--- src/rtl/vga_bg_renderer.sv ---
// vga_bg_renderer: registered sky/grass background with grass scroll and
// a day/night fade FSM.
//
// Ports:
//   clk, reset     - clock and synchronous active-high reset
//   bright         - high in the active display area
//   hCount/vCount  - current scan position
//   mode_toggle    - single-cycle pulse requesting a day<->night change
//   scroll_en      - level; grass scrolls one pixel per SCROLL_DIV frames
//   rgb            - {R,G,B} colour of the previous cycle's position
//   night/busy     - registered FSM status flags
//
// Optional build macro: STARS_EN adds fixed stars to the night sky.
module vga_bg_renderer #(
    parameter int HORIZON     = 240,
    parameter int SCROLL_DIV  = 2,
    parameter int FADE_FRAMES = 8,
    parameter int MAX_DIM     = 4
) (
    input  logic        clk,
    input  logic        reset,
    input  logic        bright,
    input  logic [9:0]  hCount,
    input  logic [9:0]  vCount,
    input  logic        mode_toggle,
    input  logic        scroll_en,
    output logic [11:0] rgb,
    output logic        night,
    output logic        busy
);

    typedef enum logic [1:0] {DAY, FADE_DN, NIGHT, FADE_UP} state_t;

    state_t      state_q, state_d;
    logic [2:0]  dim_q, dim_d;
    logic [4:0]  scroll_off_q, scroll_off_d;
    logic [15:0] scroll_cnt_q, scroll_cnt_d;
    logic [15:0] fade_cnt_q, fade_cnt_d;
    logic [9:0]  prev_h_q, prev_v_q;
    logic [11:0] rgb_q, rgb_d;
    logic        night_q, night_d;
    logic        busy_q, busy_d;

    logic        tick;
    logic [9:0]  sx;
    logic        stripe;
    logic [3:0]  dim4;

    // One pulse per frame, even when the origin pixel is held many cycles.
    assign tick = (hCount == 10'd0) && (vCount == 10'd0) &&
                  !((prev_h_q == 10'd0) && (prev_v_q == 10'd0));

    assign sx     = hCount + {5'd0, scroll_off_q};
    assign stripe = sx[4] ^ vCount[3];
    assign dim4   = {1'b0, dim_q};

    always_comb begin
        rgb_d = 12'h000;
        if (bright) begin
            if (vCount < 10'(HORIZON)) begin
                rgb_d = {8'h00, 4'({1'b0, vCount[7:5]}) + 4'd4 - dim4};
`ifdef STARS_EN
                if (state_q == NIGHT &&
                    (hCount[5:0] ^ vCount[5:0]) == 6'h2A)
                    rgb_d = 12'hFFF;
`endif
            end else begin
                rgb_d = {4'h0, 4'd8 + (stripe ? 4'd4 : 4'd0) - dim4, 4'h1};
            end
        end
    end

    always_comb begin
        scroll_cnt_d = scroll_cnt_q;
        scroll_off_d = scroll_off_q;
        if (tick && scroll_en) begin
            if (scroll_cnt_q == 16'(SCROLL_DIV - 1)) begin
                scroll_cnt_d = 16'd0;
                scroll_off_d = scroll_off_q + 5'd1;
            end else begin
                scroll_cnt_d = scroll_cnt_q + 16'd1;
            end
        end
    end

    always_comb begin
        state_d    = state_q;
        dim_d      = dim_q;
        fade_cnt_d = fade_cnt_q;
        unique case (state_q)
            DAY: begin
                if (mode_toggle) begin
                    state_d    = FADE_DN;
                    fade_cnt_d = 16'd0;
                end
            end
            FADE_DN: begin
                if (tick) begin
                    if (fade_cnt_q == 16'(FADE_FRAMES - 1)) begin
                        fade_cnt_d = 16'd0;
                        dim_d      = dim_q + 3'd1;
                        if (dim_d == 3'(MAX_DIM))
                            state_d = NIGHT;
                    end else begin
                        fade_cnt_d = fade_cnt_q + 16'd1;
                    end
                end
            end
            NIGHT: begin
                if (mode_toggle) begin
                    state_d    = FADE_UP;
                    fade_cnt_d = 16'd0;
                end
            end
            FADE_UP: begin
                if (tick) begin
                    if (fade_cnt_q == 16'(FADE_FRAMES - 1)) begin
                        fade_cnt_d = 16'd0;
                        dim_d      = dim_q - 3'd1;
                        if (dim_d == 3'd0)
                            state_d = DAY;
                    end else begin
                        fade_cnt_d = fade_cnt_q + 16'd1;
                    end
                end
            end
        endcase
        night_d = (state_d == NIGHT);
        busy_d  = (state_d == FADE_DN) || (state_d == FADE_UP);
    end

    always_ff @(posedge clk) begin
        if (reset) begin
            state_q      <= DAY;
            dim_q        <= 3'd0;
            scroll_off_q <= 5'd0;
            scroll_cnt_q <= 16'd0;
            fade_cnt_q   <= 16'd0;
            prev_h_q     <= 10'd0;
            prev_v_q     <= 10'd0;
            rgb_q        <= 12'h000;
            night_q      <= 1'b0;
            busy_q       <= 1'b0;
        end else begin
            state_q      <= state_d;
            dim_q        <= dim_d;
            scroll_off_q <= scroll_off_d;
            scroll_cnt_q <= scroll_cnt_d;
            fade_cnt_q   <= fade_cnt_d;
            prev_h_q     <= hCount;
            prev_v_q     <= vCount;
            rgb_q        <= rgb_d;
            night_q      <= night_d;
            busy_q       <= busy_d;
        end
    end

    assign rgb   = rgb_q;
    assign night = night_q;
    assign busy  = busy_q;

endmodule
--- config.mk ---
export PLATFORM = sky130hd
export DESIGN_NAME = vga_bg_renderer
export DESIGN_NICKNAME = d
export VERILOG_FILES = /design/src/rtl/vga_bg_renderer.sv
export SDC_FILE = /design/constraint.sdc
export NUM_CORES = 1
export LEC_CHECK = 0
export ABC_AREA = 1
export CORE_MARGIN = 2
export CORE_UTILIZATION = 45
export DETAILED_ROUTE_END_ITERATION = 7
export PLACE_DENSITY = 0.74
export SLEW_MARGIN = 20
export SYNTH_ARGS = -nofsm -noshare
export SYNTH_HDL_FRONTEND = slang
export SYNTH_SLANG_ARGS = --single-unit
--- constraint.sdc ---
create_clock -name clk -period 2.52 [get_ports clk]
set_input_delay 0.756 -clock clk [delete_from_list [all_inputs] [get_ports clk]]
set_output_delay 0.756 -clock clk [all_outputs]
set_load 0.01 [all_outputs]
==> impl_metrics.json, run 1 <==
{
  "status": "finished clean",
  "place_hpwl_um": 6660,
  "fin_cells": 734,
  "hp-start": "scroll_cnt_q[14]",
  "grt_pass1_vias": 3642,
  "wl_um": 8920,
  "top_usage_layer": "met2",
  "crit_path_frequent_cell": "ha_1",
  "placed_cell_area_um2": 4500,
  "grt_max_degree": 59,
  "ios": 39,
  "cts_tree": "yes",
  "final_area_um2": 4670,
  "hp-class": "flip-flop to flip-flop",
  "final_cell_mix": "nand2_1, nor2_1, dfxtp_1",
  "crit_start": "hCount[1]",
  "route.detailed.drc": 0,
  "diodes": 0,
  "synth-xor-area-share_pct": 4.28,
  "crit_required_ns": 2.77,
  "dieArea_um2": 9870,
  "avgViaCountPerCell": 5.04,
  "hold_buffers": 0,
  "yosys_most_used_dff": "dfxtp_1",
  "clock-sinks": 72,
  "critPathKind": "input pin to flip-flop",
  "routabilityCongestion": 0.969,
  "clockBufferDepth": 2,
  "worstMarginPinSlew_ns": 0.646,
  "cts_root_buf": "clkbuf_8",
  "final_nets": 664,
  "path_cells": "clkdlybuf4s50_1 > ha_1 > a31o_2 > nand3_1 > nand2_1 > xor2_1 > ha_1 > a31oi_1 > nor2_1",
  "core_um2": 8760,
  "cpMaxStageDelayCell": "clkdlybuf4s50_1",
  "hold_viol": 0,
  "drive_gt1_share_pct": 9.74,
  "yosys.area_share.simple_pct": 38.1,
  "wl_per_cell_um": 12.1,
  "slowest_delay_ns": 0.44,
  "rsz0062_at_grt": "false",
  "ys_seq_elements": 72,
  "die_w_um": 99.4,
  "fin_worst_skew_ns": 0.0159,
  "cts_buffers": 9,
  "dr.pass1.iters": 4,
  "r2r_start": "scroll_off_q[1]",
  "place_inst": 718,
  "leakage_nw": 1.87,
  "utilization_pct": 53.3,
  "synth_compound_area_share_pct": 7.06,
  "timing.fmax_mhz": 434,
  "ant_nets": 0,
  "synth_cell_type_count": 42,
  "overflow": 0,
  "yosys_warnings": 0,
  "port_buffers": 34,
  "max-slew-margin-rel_pct": 56.6,
  "vias": 3700,
  "area_growth_pct": 14.1,
  "whs_ns": 0.484,
  "seq_area_frac_synth_pct": 35.2,
  "post_cts_buffers": 0,
  "clk_pin_slew_worst_paths_ns": 0.08,
  "grt.met3_usage_pct": 4.43,
  "cp.arrival_ns": 2.55,
  "die_h_um": 99.4,
  "synth_edf_count": 0,
  "layout_commonest_cell": "nand2_1",
  "period_needed_ns": 2.30,
  "synth_adder_area_share_pct": 5.69,
  "start_util_pct": 46.7,
  "end_kind": "flip-flop",
  "cts-htree-levels": 3,
  "use_met1_pct": 23.2,
  "syn_inst": 588,
  "syn_area_um2": 4090,
  "grt.met2_usage_pct": 33.9,
  "ir_worst_vdd_mv": 0.241,
  "synth_top_family_by_area": "simple AND/OR/NAND/NOR gates",
  "power.density_nw_per_um2": 464,
  "rows": 34,
  "synthArstFlopShare_pct": 0,
  "maxSlewViolCount": 0,
  "antenna_found_initial": 0,
  "grt_use_total_pct": 19.2,
  "total_power_mw": 2.17,
  "dr.first_iter.drc_count": 154,
  "setup_violations": 0,
  "synth_area_per_cell_um2": 6.96,
  "grt_pass1_wl_um": 15600,
  "worstSetupStartpointType": "input pin",
  "post_cts_resized": 0,
  "min_period_over_period_pct": 91.4,
  "path_max_fanout": 2,
  "cap_violations": 0,
  "muxShareOfSynthArea_pct": 0,
  "clkLatencyLatePin_ns": 0.35
}
[area by class of cell]
type / count / area (µm²)
Inverter: 67 / 256
Clock inverter: 6 / 42.5
Timing Repair Buffer: 42 / 395
Multi-Input combinational cell: 429 / 2270
Tap cell: 108 / 135
Sequential cell: 72 / 1440
Clock buffer: 10 / 128
Fill cell: 841 / 4100
[power breakdown]
group / total (mW) / leakage (nW) / switching [mW] / internal [mW]
Combinational: 0.183 / 1.20 / 0.104 / 0.0784
Sequential: 1.17 / 0.587 / 0.00825 / 1.16
Clock: 0.814 / 0.0831 / 0.453 / 0.361
[worst max-delay path, delay by kind of cell]
kind                     cells  cell delay [ns]
buffers and inverters        1             0.44
XOR/XNOR                     1             0.15
adder cells (fa/ha/maj)      2             0.62
AO/OA/AOI/OAI                2             0.41
AND/OR/NAND/NOR              3             0.18
[cell usage after synthesis (6+ instances only)]
| cell | count | area share (%) |
|---|---|---|
| a21oi_1 | 25 | 3.1 |
| a21oi_2 | 10 | 2.1 |
| buf_4 | 6 | 1.1 |
| clkbuf_1 | 12 | 1.1 |
| dfxtp_1 | 72 | 35 |
| ha_1 | 17 | 5.2 |
| inv_1 | 62 | 5.7 |
| nand2_1 | 117 | 11 |
| nand2_2 | 11 | 1.7 |
| nand3_1 | 59 | 7.2 |
| nand4_1 | 11 | 1.7 |
| nor2_1 | 107 | 9.8 |
| nor3_1 | 16 | 2.0 |
| xnor2_1 | 7 | 1.5 |
| xor2_1 | 13 | 2.8 |
[kinds of logic (layout without fill, tap and decap cells)]
| group | Yosys count | in the layout |
|---|---|---|
| adders and majority gates | 18 | 18 |
| xor gates and xnor gates | 20 | 20 |
| and+or+nand+nor | 340 | 340 |
| DFF | 72 | 72 |
| other | 1 | 4 |
| AOI/OAI and AO/OA | 47 | 47 |
| buffers and inverters | 90 | 125 |
[state kept, by name, summed over array words and instances, names as in the netlist]
| signal | count |
|---|---|
| prev_h_q | 10 |
| dim_q | 3 |
| scroll_cnt_q | 16 |
| scroll_off_q | 5 |
| night | 1 |
| state_q | 2 |
| fade_cnt_q | 16 |
| rgb | 8 |
| prev_v_q | 10 |
| busy | 1 |
[per-stage QoR]
step / setup slack, ns / TNS (ns)
after global placement: -0.112 / -1.40
after global routing: 0.155 / 0
final: 0.216 / 0
after CTS: 0.224 / 0
after floorplan: 0.394 / 0
after detailed placement: -0.158 / -2.42
[metal layers]
metal,wire length (µm),up-vias
li1,-,1931
met1,4010,1686
met2,4470,72
met3,352,11
met4,91,0
met5,0,-
[final timing paths]
check,endpoint,slack (ns),cells after the start
worst max register to register,rgb[7],0.74,8
worst min-delay path,scroll_cnt_q[14],0.48,2
worst min register to register,scroll_cnt_q[14],0.48,2
worst max-delay path,rgb[7],0.22,9
Power figures use the tool's default switching activity.
==> run 2: changes to the inputs <==
--- a/config.mk
+++ b/config.mk
@@ -9,7 +9,7 @@
 export CORE_MARGIN = 2
 export CORE_UTILIZATION = 45
 export DETAILED_ROUTE_END_ITERATION = 7
-export PLACE_DENSITY = 0.74
+export PLACE_DENSITY_LB_ADDON = 0.08
 export SLEW_MARGIN = 20
 export SYNTH_ARGS = -nofsm -noshare
 export SYNTH_HDL_FRONTEND = slang
==> run 2 against run 1 <==
Wire length increased by 1.4%; worst hold slack improved by 0.0023 ns; via count decreased by 1.7%; largest cell class unchanged; sequential power about the same; total power increased by 8.2%; worst setup slack got worse by 0.047 ns.
==> impl_metrics.json, run 2 (synthesized netlist as in run 1, its figures left out) <==
{
  "max-slew-margin-rel_pct": 54.1,
  "reg_top3": "fade_cnt_q x16, scroll_cnt_q x16",
  "wl_per_cell_um": 12.3,
  "setup_violations": 0,
  "vias": 3637,
  "leakage_nw": 1.89,
  "clkLatencyLatePin_ns": 0.36,
  "grt_use_total_pct": 19.4,
  "min_period_over_period_pct": 93.3,
  "end_kind": "flip-flop",
  "dr.pass1.iters": 4,
  "clk_pin_slew_worst_paths_ns": 0.09,
  "cts_tree": "yes",
  "die_h_um": 99.4,
  "period_needed_ns": 2.35,
  "power.density_nw_per_um2": 496,
  "drive_gt1_share_pct": 9.90,
  "rsz0062_at_grt": "false",
  "ff2ff_path_depth": 8,
  "ant_nets": 0,
  "ir_worst_vdd_mv": 0.242,
  "start_util_pct": 46.7,
  "hold_path_end": "scroll_cnt_q[14]",
  "cts_root_buf": "clkbuf_8",
  "routabilityCongestion": 0.883,
  "maxSlewViolCount": 0,
  "timing.fmax_mhz": 425,
  "post_cts_buffers": 0,
  "die_w_um": 99.4,
  "route.detailed.drc": 0,
  "grt_pass1_vias": 3387,
  "crit_path_frequent_cell": "ha_1",
  "whs_path_depth": 2,
  "timing.rr.end": "rgb[7]",
  "r2r_start": "scroll_off_q[1]",
  "hp-start": "scroll_cnt_q[14]",
  "cpMaxStageDelayCell": "clkdlybuf4s50_1",
  "path_max_fanout": 2,
  "cp.arrival_ns": 2.60,
  "dr.first_iter.drc_count": 101,
  "layout_commonest_cell": "nand2_1",
  "core_um2": 8760,
  "cap_violations": 0,
  "cts_buffers": 9,
  "utilization_pct": 53.9,
  "slowest_delay_ns": 0.43,
  "clockBufferDepth": 2,
  "path_cells": "clkdlybuf4s50_1 > ha_1 > a31o_2 > nand3_1 > nand2_1 > xor2_1 > ha_1 > a31oi_1 > nor2_1",
  "cts-htree-levels": 3,
  "regToRegSetupSlack_ns": 0.67,
  "place_hpwl_um": 6560,
  "status": "finished clean",
  "dieArea_um2": 9870,
  "clock-sinks": 72,
  "final_cell_mix": "nand2_1, nor2_1, dfxtp_1",
  "final_nets": 664,
  "antenna_found_initial": 0,
  "area_growth_pct": 15.4,
  "post_cts_resized": 0,
  "worstMarginPinSlew_ns": 0.688,
  "rows": 34,
  "wl_um": 9040,
  "worstSetupStartpointType": "input pin",
  "fin_worst_skew_ns": 0.0106,
  "critPathKind": "input pin to flip-flop",
  "overflow": 0,
  "crit_required_ns": 2.77,
  "hold_buffers": 0,
  "grt_max_degree": 59,
  "hold_viol": 0,
  "diodes": 0,
  "ios": 39,
  "fin_tns_setup_ns": 0,
  "avgViaCountPerCell": 4.96,
  "port_buffers": 34,
  "grt_pass1_wl_um": 15600,
  "hp-class": "flip-flop to flip-flop"
}
run 2: worst max-delay path by stage:
stage	startpoint	slack, ns	to	cells after the start
after floorplan	hCount[1]	0.39	rgb[7]	8
after global placement	hCount[1]	-0.15	rgb[7]	9
after detailed placement	hCount[1]	-0.19	rgb[7]	9
after CTS	hCount[1]	0.18	rgb[7]	9
after global routing	hCount[1]	0.09	rgb[7]	9
final	hCount[1]	0.17	rgb[7]	9
run 2: layer usage:
metal	track usage, %	up-vias	routed length (µm)	share of wire [%]
met2	30.9	34	4110	45
met3	3.94	13	257	2.8
met1	26.2	1662	4530	50
met5	0	-	0	0
li1	-	1928	-	-
met4	6.95	0	137	1.5
run 2: critical path, delay by kind of cell:
kind            cells  cell delay [ns]
fa+ha+maj           2             0.60
buf+inv             1             0.43
compound gates      2             0.43
xor+xnor            1             0.21
simple gates        3             0.18
run 2: final cells by class:
class                           count  area (µm²)
Tap cell                          108         135
Multi-Input combinational cell    429        2270
Clock buffer                       10         138
Fill cell                         907        4040
Timing Repair Buffer               42         408
Clock inverter                      6        75.1
Inverter                           67         256
Sequential cell                    72        1440
run 2: power breakdown:
part / leakage, nW / total (mW) / switching [mW] / internal, mW
clock: 0.105 / 0.989 / 0.489 / 0.500
sequential: 0.587 / 1.17 / 0.00741 / 1.16
combinational: 1.20 / 0.186 / 0.107 / 0.0792
total: 1.89 / 2.34 / 0.604 / 1.74
run 2: per-stage QoR:
step / power (mW) / std cells / instance area [µm²] / hold slack [ns] / worst slack (ns)
2_1_floorplan: 1.31 / 591 / 4100 / 0.453 / 0.394
4_1_cts: 2.38 / 734 / 4720 / 0.487 / 0.177
6_report: 2.34 / 734 / 4720 / 0.487 / 0.169
3_3_place_gp: 1.38 / 718 / 4510 / 0.474 / -0.152
3_5_place_dp: 1.38 / 718 / 4510 / 0.473 / -0.192
5_1_grt: 2.46 / 734 / 4720 / 0.533 / 0.0894
